==> src/rtl/lsu_pkg.sv <==
// lsu_pkg: shared constants and types for the load/store unit.
//   - RV64 load/store funct3 encodings
//   - LSU FSM state encoding (3 bits)
//   - Bus width constant
package lsu_pkg;

    localparam int LSU_DW = 64;

    // Load funct3
    localparam logic [2:0] F3_LB  = 3'b000;
    localparam logic [2:0] F3_LH  = 3'b001;
    localparam logic [2:0] F3_LW  = 3'b010;
    localparam logic [2:0] F3_LD  = 3'b011;
    localparam logic [2:0] F3_LBU = 3'b100;
    localparam logic [2:0] F3_LHU = 3'b101;
    localparam logic [2:0] F3_LWU = 3'b110;

    // Store funct3
    localparam logic [2:0] F3_SB  = 3'b000;
    localparam logic [2:0] F3_SH  = 3'b001;
    localparam logic [2:0] F3_SW  = 3'b010;
    localparam logic [2:0] F3_SD  = 3'b011;

    typedef enum logic [2:0] {
        LSU_IDLE  = 3'd0,
        LSU_REQ   = 3'd1,
        LSU_WAIT  = 3'd2,
        LSU_DONE  = 3'd3,
        LSU_FAULT = 3'd4
    } lsu_state_e;

endpackage

==> src/rtl/lsu_align.sv <==
// lsu_align: combinational byte-lane logic for the LSU.
//   funct3_i, lane_i, we_i   : access type, byte lane (addr[2:0]), store/load
//   wdata_i, rdata_i         : raw store data, raw 64-bit bus read data
//   wstrb_o                  : byte strobes for stores
//   wdata_rep_o              : store data replicated across all lanes
//   ldata_o                  : lane-shifted, sign/zero-extended load result
//   misalign_o, illegal_o    : address not size-aligned / bad funct3
module lsu_align
    import lsu_pkg::*;
(
    input  logic [2:0]  funct3_i,
    input  logic [2:0]  lane_i,
    input  logic        we_i,
    input  logic [63:0] wdata_i,
    input  logic [63:0] rdata_i,
    output logic [7:0]  wstrb_o,
    output logic [63:0] wdata_rep_o,
    output logic [63:0] ldata_o,
    output logic        misalign_o,
    output logic        illegal_o
);

    logic [63:0] shifted;

    always_comb begin
        shifted     = rdata_i >> {lane_i, 3'b000};
        ldata_o     = shifted;
        wstrb_o     = 8'h00;
        wdata_rep_o = wdata_i;
        misalign_o  = 1'b0;

        case (funct3_i)
            F3_LB:   ldata_o = {{56{shifted[7]}},  shifted[7:0]};
            F3_LH:   ldata_o = {{48{shifted[15]}}, shifted[15:0]};
            F3_LW:   ldata_o = {{32{shifted[31]}}, shifted[31:0]};
            F3_LD:   ldata_o = shifted;
            F3_LBU:  ldata_o = {56'd0, shifted[7:0]};
            F3_LHU:  ldata_o = {48'd0, shifted[15:0]};
            F3_LWU:  ldata_o = {32'd0, shifted[31:0]};
            default: ldata_o = shifted;
        endcase

        // funct3[1:0] encodes access size for both loads and stores
        case (funct3_i[1:0])
            2'b00: begin
                wstrb_o     = 8'h01 << lane_i;
                wdata_rep_o = {8{wdata_i[7:0]}};
            end
            2'b01: begin
                wstrb_o     = 8'h03 << lane_i;
                wdata_rep_o = {4{wdata_i[15:0]}};
                misalign_o  = lane_i[0];
            end
            2'b10: begin
                wstrb_o     = 8'h0F << lane_i;
                wdata_rep_o = {2{wdata_i[31:0]}};
                misalign_o  = |lane_i[1:0];
            end
            default: begin
                wstrb_o     = 8'hFF;
                wdata_rep_o = wdata_i;
                misalign_o  = |lane_i;
            end
        endcase
    end

    assign illegal_o = we_i ? funct3_i[2] : (funct3_i == 3'b111);

endmodule

==> src/rtl/lsu.sv <==
// lsu: multi-cycle load/store unit between EX and MEM.
//   clock, reset            : clock, synchronous active-high reset
//   valid_i/we_i/funct3_i   : op request from EX (sampled only in IDLE)
//   addr_i/wdata_i          : effective address, store data
//   load_data_o             : extended load result, held until next load
//   done_o/fault_o          : completion pulse / fault pulse (with done_o)
//   stall_o                 : hold IF/ID/EX while an access is in flight
//   dmem_*                  : req/gnt/rvalid data-memory bus, 8-byte aligned
module lsu
    import lsu_pkg::*;
#(
    parameter int AW = 64,
    parameter int DW = 64
) (
    input  logic          clock,
    input  logic          reset,
    input  logic          valid_i,
    input  logic          we_i,
    input  logic [2:0]    funct3_i,
    input  logic [AW-1:0] addr_i,
    input  logic [63:0]   wdata_i,
    output logic [63:0]   load_data_o,
    output logic          done_o,
    output logic          fault_o,
    output logic          stall_o,
    output logic          dmem_req_o,
    output logic          dmem_we_o,
    output logic [AW-1:0] dmem_addr_o,
    output logic [63:0]   dmem_wdata_o,
    output logic [7:0]    dmem_wstrb_o,
    input  logic          dmem_gnt_i,
    input  logic          dmem_rvalid_i,
    input  logic [63:0]   dmem_rdata_i
);

    lsu_state_e    state_q, state_d;
    logic          we_q, we_d;
    logic [2:0]    funct3_q, funct3_d;
    logic [AW-1:0] addr_q, addr_d;
    logic [63:0]   wdata_q, wdata_d;
    logic [63:0]   load_data_q, load_data_d;

    logic          in_idle;
    logic          al_we;
    logic [2:0]    al_funct3, al_lane;
    logic [7:0]    al_wstrb;
    logic [63:0]   al_wdata, al_ldata;
    logic          al_misalign, al_illegal;

    // In IDLE the checker looks at the incoming op so the fault decision is
    // made on acceptance; otherwise it works on the latched op.
    assign in_idle   = (state_q == LSU_IDLE);
    assign al_we     = in_idle ? we_i          : we_q;
    assign al_funct3 = in_idle ? funct3_i      : funct3_q;
    assign al_lane   = in_idle ? addr_i[2:0]   : addr_q[2:0];

    lsu_align u_align (
        .funct3_i    (al_funct3),
        .lane_i      (al_lane),
        .we_i        (al_we),
        .wdata_i     (wdata_q),
        .rdata_i     (dmem_rdata_i),
        .wstrb_o     (al_wstrb),
        .wdata_rep_o (al_wdata),
        .ldata_o     (al_ldata),
        .misalign_o  (al_misalign),
        .illegal_o   (al_illegal)
    );

    always_comb begin
        state_d     = state_q;
        we_d        = we_q;
        funct3_d    = funct3_q;
        addr_d      = addr_q;
        wdata_d     = wdata_q;
        load_data_d = load_data_q;

        case (state_q)
            LSU_IDLE: begin
                if (valid_i) begin
                    we_d     = we_i;
                    funct3_d = funct3_i;
                    addr_d   = addr_i;
                    wdata_d  = wdata_i;
                    state_d  = (al_misalign || al_illegal) ? LSU_FAULT : LSU_REQ;
                end
            end
            LSU_REQ: begin
                // gnt only counts here, so a gnt stuck high cannot complete twice
                if (dmem_gnt_i) state_d = we_q ? LSU_DONE : LSU_WAIT;
            end
            LSU_WAIT: begin
                if (dmem_rvalid_i) begin
                    load_data_d = al_ldata;
                    state_d     = LSU_DONE;
                end
            end
            LSU_DONE:  state_d = LSU_IDLE;
            LSU_FAULT: state_d = LSU_IDLE;
            default:   state_d = LSU_IDLE;
        endcase
    end

    always_ff @(posedge clock) begin
        if (reset) begin
            state_q     <= LSU_IDLE;
            we_q        <= 1'b0;
            funct3_q    <= 3'b000;
            addr_q      <= '0;
            wdata_q     <= 64'd0;
            load_data_q <= 64'd0;
        end else begin
            state_q     <= state_d;
            we_q        <= we_d;
            funct3_q    <= funct3_d;
            addr_q      <= addr_d;
            wdata_q     <= wdata_d;
            load_data_q <= load_data_d;
        end
    end

    logic in_req;
    assign in_req = (state_q == LSU_REQ);

    assign dmem_req_o   = in_req;
    assign dmem_we_o    = in_req & we_q;
    assign dmem_wstrb_o = (in_req && we_q) ? al_wstrb : 8'h00;
    assign dmem_addr_o  = in_req ? {addr_q[AW-1:3], 3'b000} : '0;
    assign dmem_wdata_o = in_req ? al_wdata : 64'd0;

    assign load_data_o  = load_data_q;
    assign done_o       = (state_q == LSU_DONE) || (state_q == LSU_FAULT);
    assign fault_o      = (state_q == LSU_FAULT);
    assign stall_o      = in_req || (state_q == LSU_WAIT) || (in_idle && valid_i);

endmodule

==> config.mk <==
export PLATFORM = sky130hd
export DESIGN_NAME = lsu
export DESIGN_NICKNAME = d
export VERILOG_FILES = /design/src/rtl/lsu_pkg.sv /design/src/rtl/lsu_align.sv /design/src/rtl/lsu.sv
export SDC_FILE = /design/constraint.sdc
export NUM_CORES = 1
export LEC_CHECK = 0
export BUFFER_PORTS_ARGS = -buffer_cell sky130_fd_sc_hd__buf_2
export CORE_AREA = 2 2 157 159
export CTS_BUF_LIST = sky130_fd_sc_hd__clkbuf_4 sky130_fd_sc_hd__clkbuf_8
export DETAILED_ROUTE_END_ITERATION = 7
export DIE_AREA = 0 0 159 161
export PLACE_DENSITY = 0.74
export RECOVER_POWER = 25
export SLEW_MARGIN = 20
export SYNTH_ARGS = -nofsm -noshare
export SYNTH_HDL_FRONTEND = slang
export SYNTH_SLANG_ARGS = --single-unit
==> constraint.sdc <==
create_clock -name clock -period 3.75 [get_ports clock]
set_input_delay 0.5625 -clock clock [delete_from_list [all_inputs] [get_ports clock]]
set_output_delay 0.5625 -clock clock [all_outputs]
set_load 0.02 [all_outputs]
# After elaboration in Yosys (flattened, before gate mapping)
# Cells that the tools add are included.
# totals
elab_cells	57
mem_bits_rw	0
out_inout_bits	205
reg_bits	199
latch_bits	0
mem_bits_ro	0
inputBits	201
memories	0
# op_classes
add_sub_neg	0
order_cmp	0
muxes	17
mul	0
bitwise_logic	1
n_shift	4
div_mod_pow	0
reduce_logical	14
eq_ne	15
# op_table
op	n
one-hot mux 64 bit (6 select lines)	1
one-hot mux 64 bit (3 select lines)	1
two-way mux 64 bit	2
>> shifter 64 x 6 -> 64 bit	1
one-hot mux 8 bit (3 select lines)	1
two-way mux 3 bit	6
== test 3 bit (second input constant)	5
== test 3 x 2 -> 1 bit (second input constant)	3
one-hot mux 3 bit (3 select lines)	1
two-way mux 8 bit	1
<< shifter 1 x 3 -> 8 bit (first input constant)	1
<< shifter 2 x 3 -> 8 bit (first input constant)	1
<< shifter 4 x 3 -> 8 bit (first input constant)	1
== test 3 x 1 -> 1 bit (second input constant)	2
zero test 3 bit	2
inequality test 2 bit (second input constant)	3
logical OR 1 bit	4
AND reduction 2 bit	2
two-way mux 1 bit	3
one-hot mux 1 bit (3 select lines)	1
AND reduction 3 bit	1
OR reduction 3 bit	1
== test 2 x 1 -> 1 bit (second input constant)	1
== test 2 bit (second input constant)	1
other kinds (4)	5

# Depth between registers and ports, before layout
# logic_depth
depth_word	8
ltp_mapped	14
depth_no_buf	10

# Cells and area by module
# A second synthesis with hierarchy kept.
# unflattened
hier_cells	1505
hier_area_um2	11568.6
# modules_own_cells
mod	instances	cells_per_inst	seq_area_each_um2	area_each_um2
lsu	1	1037	3983.8	7961.4
lsu_align	1	468	0.0	3607.2

# Worst setup path after synthesis
# OpenSTA, ideal clock, no wires.
# synth_timing
kind	register to output
from	reg state_q[2]
to	out dmem_wdata_o[16]
stages_incl_launch_ff	15
t_arrival_ns	2.852
n_path_buf	5
required_time_ns	3.188
slack_ns	0.336
cell_sequence	dfxtp_1 -> buf_6 -> or3_1 -> clkbuf_1 -> nand2_1 -> nand2_1 -> inv_1 -> ha_1 -> clkbuf_1 -> or2_2 -> clkbuf_1 -> and2_1 -> clkbuf_1 -> a22oi_1 -> nor2_1
# synth_between
elab_chain_cells	5
elab_cells_between_ends	8
cone_classes	eq/ne: 3; mux: 3; reduce/logical: 2
# synth_lines
item	line	rtl
start, declared	lsu.sv:36	lsu_state_e state_q, state_d;
start signal, assigned	lsu.sv:113	state_q <= state_d;
zero test 3 bit	lsu.sv:52	assign in_idle = (state_q == LSU_IDLE);
two-way mux 3 bit	lsu.sv:54	assign al_funct3 = in_idle ? funct3_i : funct3_q;
== test 2 bit, or another cell as far along	lsu_align.sv:44	case (funct3_i[1:0])
one-hot mux 64 bit (3 select lines)	lsu_align.sv:44	
two-way mux 64 bit (*)	lsu.sv:129	assign dmem_wdata_o = in_req ? al_wdata : 64'd0;
end, declared	lsu.sv:29	output logic [63:0] dmem_wdata_o,
# Mark *: on every way between the ends. The rest lies on a longest branch, timed or not.

# Worst setup path after layout
# layout_timing
from	reg state_q[2]
to	out dmem_wdata_o[27]
# The elaborated chain is that of the path after synthesis.

==> out/results.tsv <==
stage	metric	value	unit
logic_synthesis	ys_ff_latch	199	
die	design.die.area	0.0256	mm²
clock_tree	postCtsSetupRepairBufs	0	
detailed_routing	ant_nets	0	
timing	skew	0.0264	ns
setup_path	crit_fanout	18	
timing	min_period_over_period	96.0	%
power	p_per_area	733	mW/mm²
clock_tree	clock-sinks	199	
logic_synthesis	synth_top_cell_by_area	dfxtp_1	
timing	timing.hold.ws	0.299	ns
place	gp_congestion	0.948	
logic_synthesis	syn_avg_cell_area	7.18	µm²
logic_synthesis	synthFlopType	dfxtp_1	
power	p_seq_share	28.6	%
detailed_routing	vias	12000	
setup_path	worst_path_most_repeated_cell	nand2_1	
die	start_util	44.3	%
power	p_total	9.66	mW
setup_path	max_stage_delay	0.42	ns
logic_synthesis	synth_edf_count	0	
logic_synthesis	ys_warn_count	0	
logic_synthesis	async_flop_share	0	%
die	placement_rows	57	
detailed_routing	post_drt_wl_per_cell	19.0	µm
timing	setup_tns	0	ns
clock_tree	cts_tree	done	
power	p_int	4.89	mW
clock_tree	cts_root_buffer	clkbuf_8	
die	io_pins	406	
die	core-area	0.0240	mm²
timing	max_slew_margin	-40.5	%
timing	clock.fmax	0.278	GHz
grt	grt_max_degree	98	
power	power_frac_comb	55.7	%
setup_path	required	3.19	ns
setup_path	worst_path_max_delay_cell	or3_1	
place	hpwl	29.5	mm
status	status	finished, violations left	
power	pwr-share-clk	15.6	%
status	violations	capacitance limit, slew limit	
clock_tree	hold_buffers	0	
grt	grt_pass1_vias	11200	
detailed_routing	totalWireLength	40.6	mm
power	max-vdd-ir-drop	0.367	mV
clock_tree	htreeDepth	4	
grt	grt_remaining_overflow	0	
setup_path	crit_arrival	3.04	ns
timing	hold_viol_final	0	
logic_synthesis	synth.distinct_cells	57	
final_layout	area_growth	24.3	%
power	switching_share	49.4	%
final_layout	final.fill_count	2400	
power	p_leak	5.82	nW
die	fp.dieW	159	µm
grt	grt_pass1_wl	61.6	mm
logic_synthesis	syn_area	0.0106	mm²
power	power_switching	4.77	mW
clock_tree	numCtsBuffers	17	
setup_path	path_cells	buf_4 > or3_1 > nand2_1 > nand2_1 > inv_1 > ha_1 > buf_4 > a21oi_1 > nand2_1 > nand2_1 > a21oi_1 > buf_2	
logic_synthesis	netlist.area_leader.share	37.5	%
logic_synthesis	synth_seq_area_share	37.5	%
clock_tree	cts.path.max_buffers	2	
detailed_routing	dr.pass1.iters	5	
timing	setup_viol	0	
final_layout	drive_above_1_share	24.6	%
clock_tree	clkTransAtPathRegs	0.12	ns
timing	min_period	3.60	ns
clock_tree	clock_latency	0.48	ns
hold_path	hp-class	primary input to register	
grt	antenna_found_initial	3	
die	fp.dieH	161	µm
timing	drv_slew	98	
setup_path	setup.worst_path.class	register to output port	
detailed_routing	via_per_inst	5.62	
final_layout	nets	2013	
setup_path	worstSetupEndpointType	output port	
setup_path	setup.worst_path.start_class	register	
detailed_routing	drc	0	
timing	worstMarginPinSlew	2.11	ns
place	numPortBuffers	402	
job	cap_viol_max_count	1	
detailed_routing	drtIter0Drc	1120	
logic_synthesis	synth_cells	1478	
logic_synthesis	yosys-top-cells-area	dfxtp_1 38%, nand2_1 13%, a21oi_1 12%, mux2i_1 4.6%, and2_1 4.2%	
grt	grt_usage	30.1	%
[worst max-delay path: cells and delay by family, from the launching register on]
family	cells	cell delay, ns
flops	1	0.33
compound gates	2	0.39
buf+inv	4	0.79
fa+ha+maj	1	0.21
simple gates	5	0.86
[routing by layer]
| layer | track usage, % | up-vias | wire, µm | share of wire, % |
|---|---|---|---|---|
| met1 | 38.3 | 5554 | 16100 | 40 |
| met2 | 50.2 | 713 | 19400 | 48 |
| met3 | 5.57 | 101 | 3700 | 9.1 |
| met4 | 12.8 | 4 | 1420 | 3.5 |
| met5 | 0 | - | 31 | 0.076 |
| li1 | - | 5675 | - | - |
[stage by stage]
stage                     cells  worst slack, ns  utilization [%]  cell area, µm²
after floorplan            1480            0.336                -           10600
after global placement     2111            0.425             53.4           12800
after detailed placement   2111            0.298             53.4           12800
after CTS                  2143           0.0428             55.2           13200
after global routing       2144         -0.00906             55.0           13200
final                      2144            0.151             55.0           13200
[logic make-up (layout without fill, tap and decap cells)]
logic type,Yosys count,in the layout,synth area share (%)
fa+ha+maj,6,6,0.707
simple gates,617,617,25.4
compound gates,441,441,23.5
buf+inv,154,493,5.92
flops,199,199,37.5
mux,60,60,6.96
other cells,1,4,0.0353
[cells in the mapped netlist, types with 11 or more instances]
| master | instances |
|---|---|
| nand2_1 | 369 |
| a21oi_1 | 249 |
| dfxtp_1 | 199 |
| nor2_1 | 103 |
| clkbuf_1 | 98 |
| o21ai_0 | 87 |
| and2_1 | 72 |
| mux2i_1 | 49 |
| inv_1 | 26 |
| a22oi_1 | 24 |
| nand3_1 | 18 |
| a211oi_1 | 17 |
| a31oi_1 | 14 |
| o22ai_1 | 14 |
| buf_2 | 12 |
| or2_2 | 12 |
| mux4_2 | 11 |
[layout by cell type, fill, tap and decap left out, types with 25 or more instances in the layout]
| cell type | count |
|---|---|
| and2_1 | 71 |
| buf_2 | 337 |
| o21ai_0 | 87 |
| nor2_1 | 99 |
| buf_4 | 29 |
| inv_1 | 25 |
| dfxtp_1 | 199 |
| a21oi_1 | 248 |
| mux2i_1 | 48 |
| nand2_1 | 368 |
| clkbuf_1 | 64 |
[power by group through the flow]
stage	registers [mW]	logic, mW	clock network (mW)
global placement	2.79	5.16	0
floorplan	2.77	3.64	0
global route	2.81	5.84	1.61
finish	2.77	5.38	1.51
detailed placement	2.80	5.22	0
CTS	2.76	5.25	1.54
[registers in the layout, indices dropped and copies added, names as in the netlist]
| register | flops |
|---|---|
| wdata_q | 64 |
| we_q | 1 |
| funct3_q | 3 |
| load_data_o | 64 |
| addr_q | 64 |
| state_q | 3 |
[final timing paths]
| kind | start | depth (start not counted) | endpoint | slack [ns] |
|---|---|---|---|---|
| worst max-delay path | state_q[2] | 12 | dmem_wdata_o[27] | 0.15 |
| worst min-delay path | wdata_i[29] | 3 | wdata_q[29] | 0.30 |
| worst max register to register | state_q[2] | 11 | load_data_o[46] | 0.66 |
| worst min register to register | addr_q[47] | 2 | addr_q[47] | 0.46 |
[final cells by class]
type                    count  area (µm²)  share of cell area, %
diodes                      1        2.50                 0.0190
clock buffers              18         241                   1.83
clock inverters            14         184                   1.39
inverters                  26        97.6                  0.740
multi-input cells        1127        6080                   46.1
flip-flops and latches    199        3980                   30.2
well taps                 324         405                   3.07
repair buffers            435        2200                   16.7
[what timing repair did]
action / CTS / global route
pin swaps: 0 / 1
cloned: 0 / 0
resized for setup: 2 / 11
endpoints found under the setup margin: 8 / 41
Power figures use the tool's default switching activity.
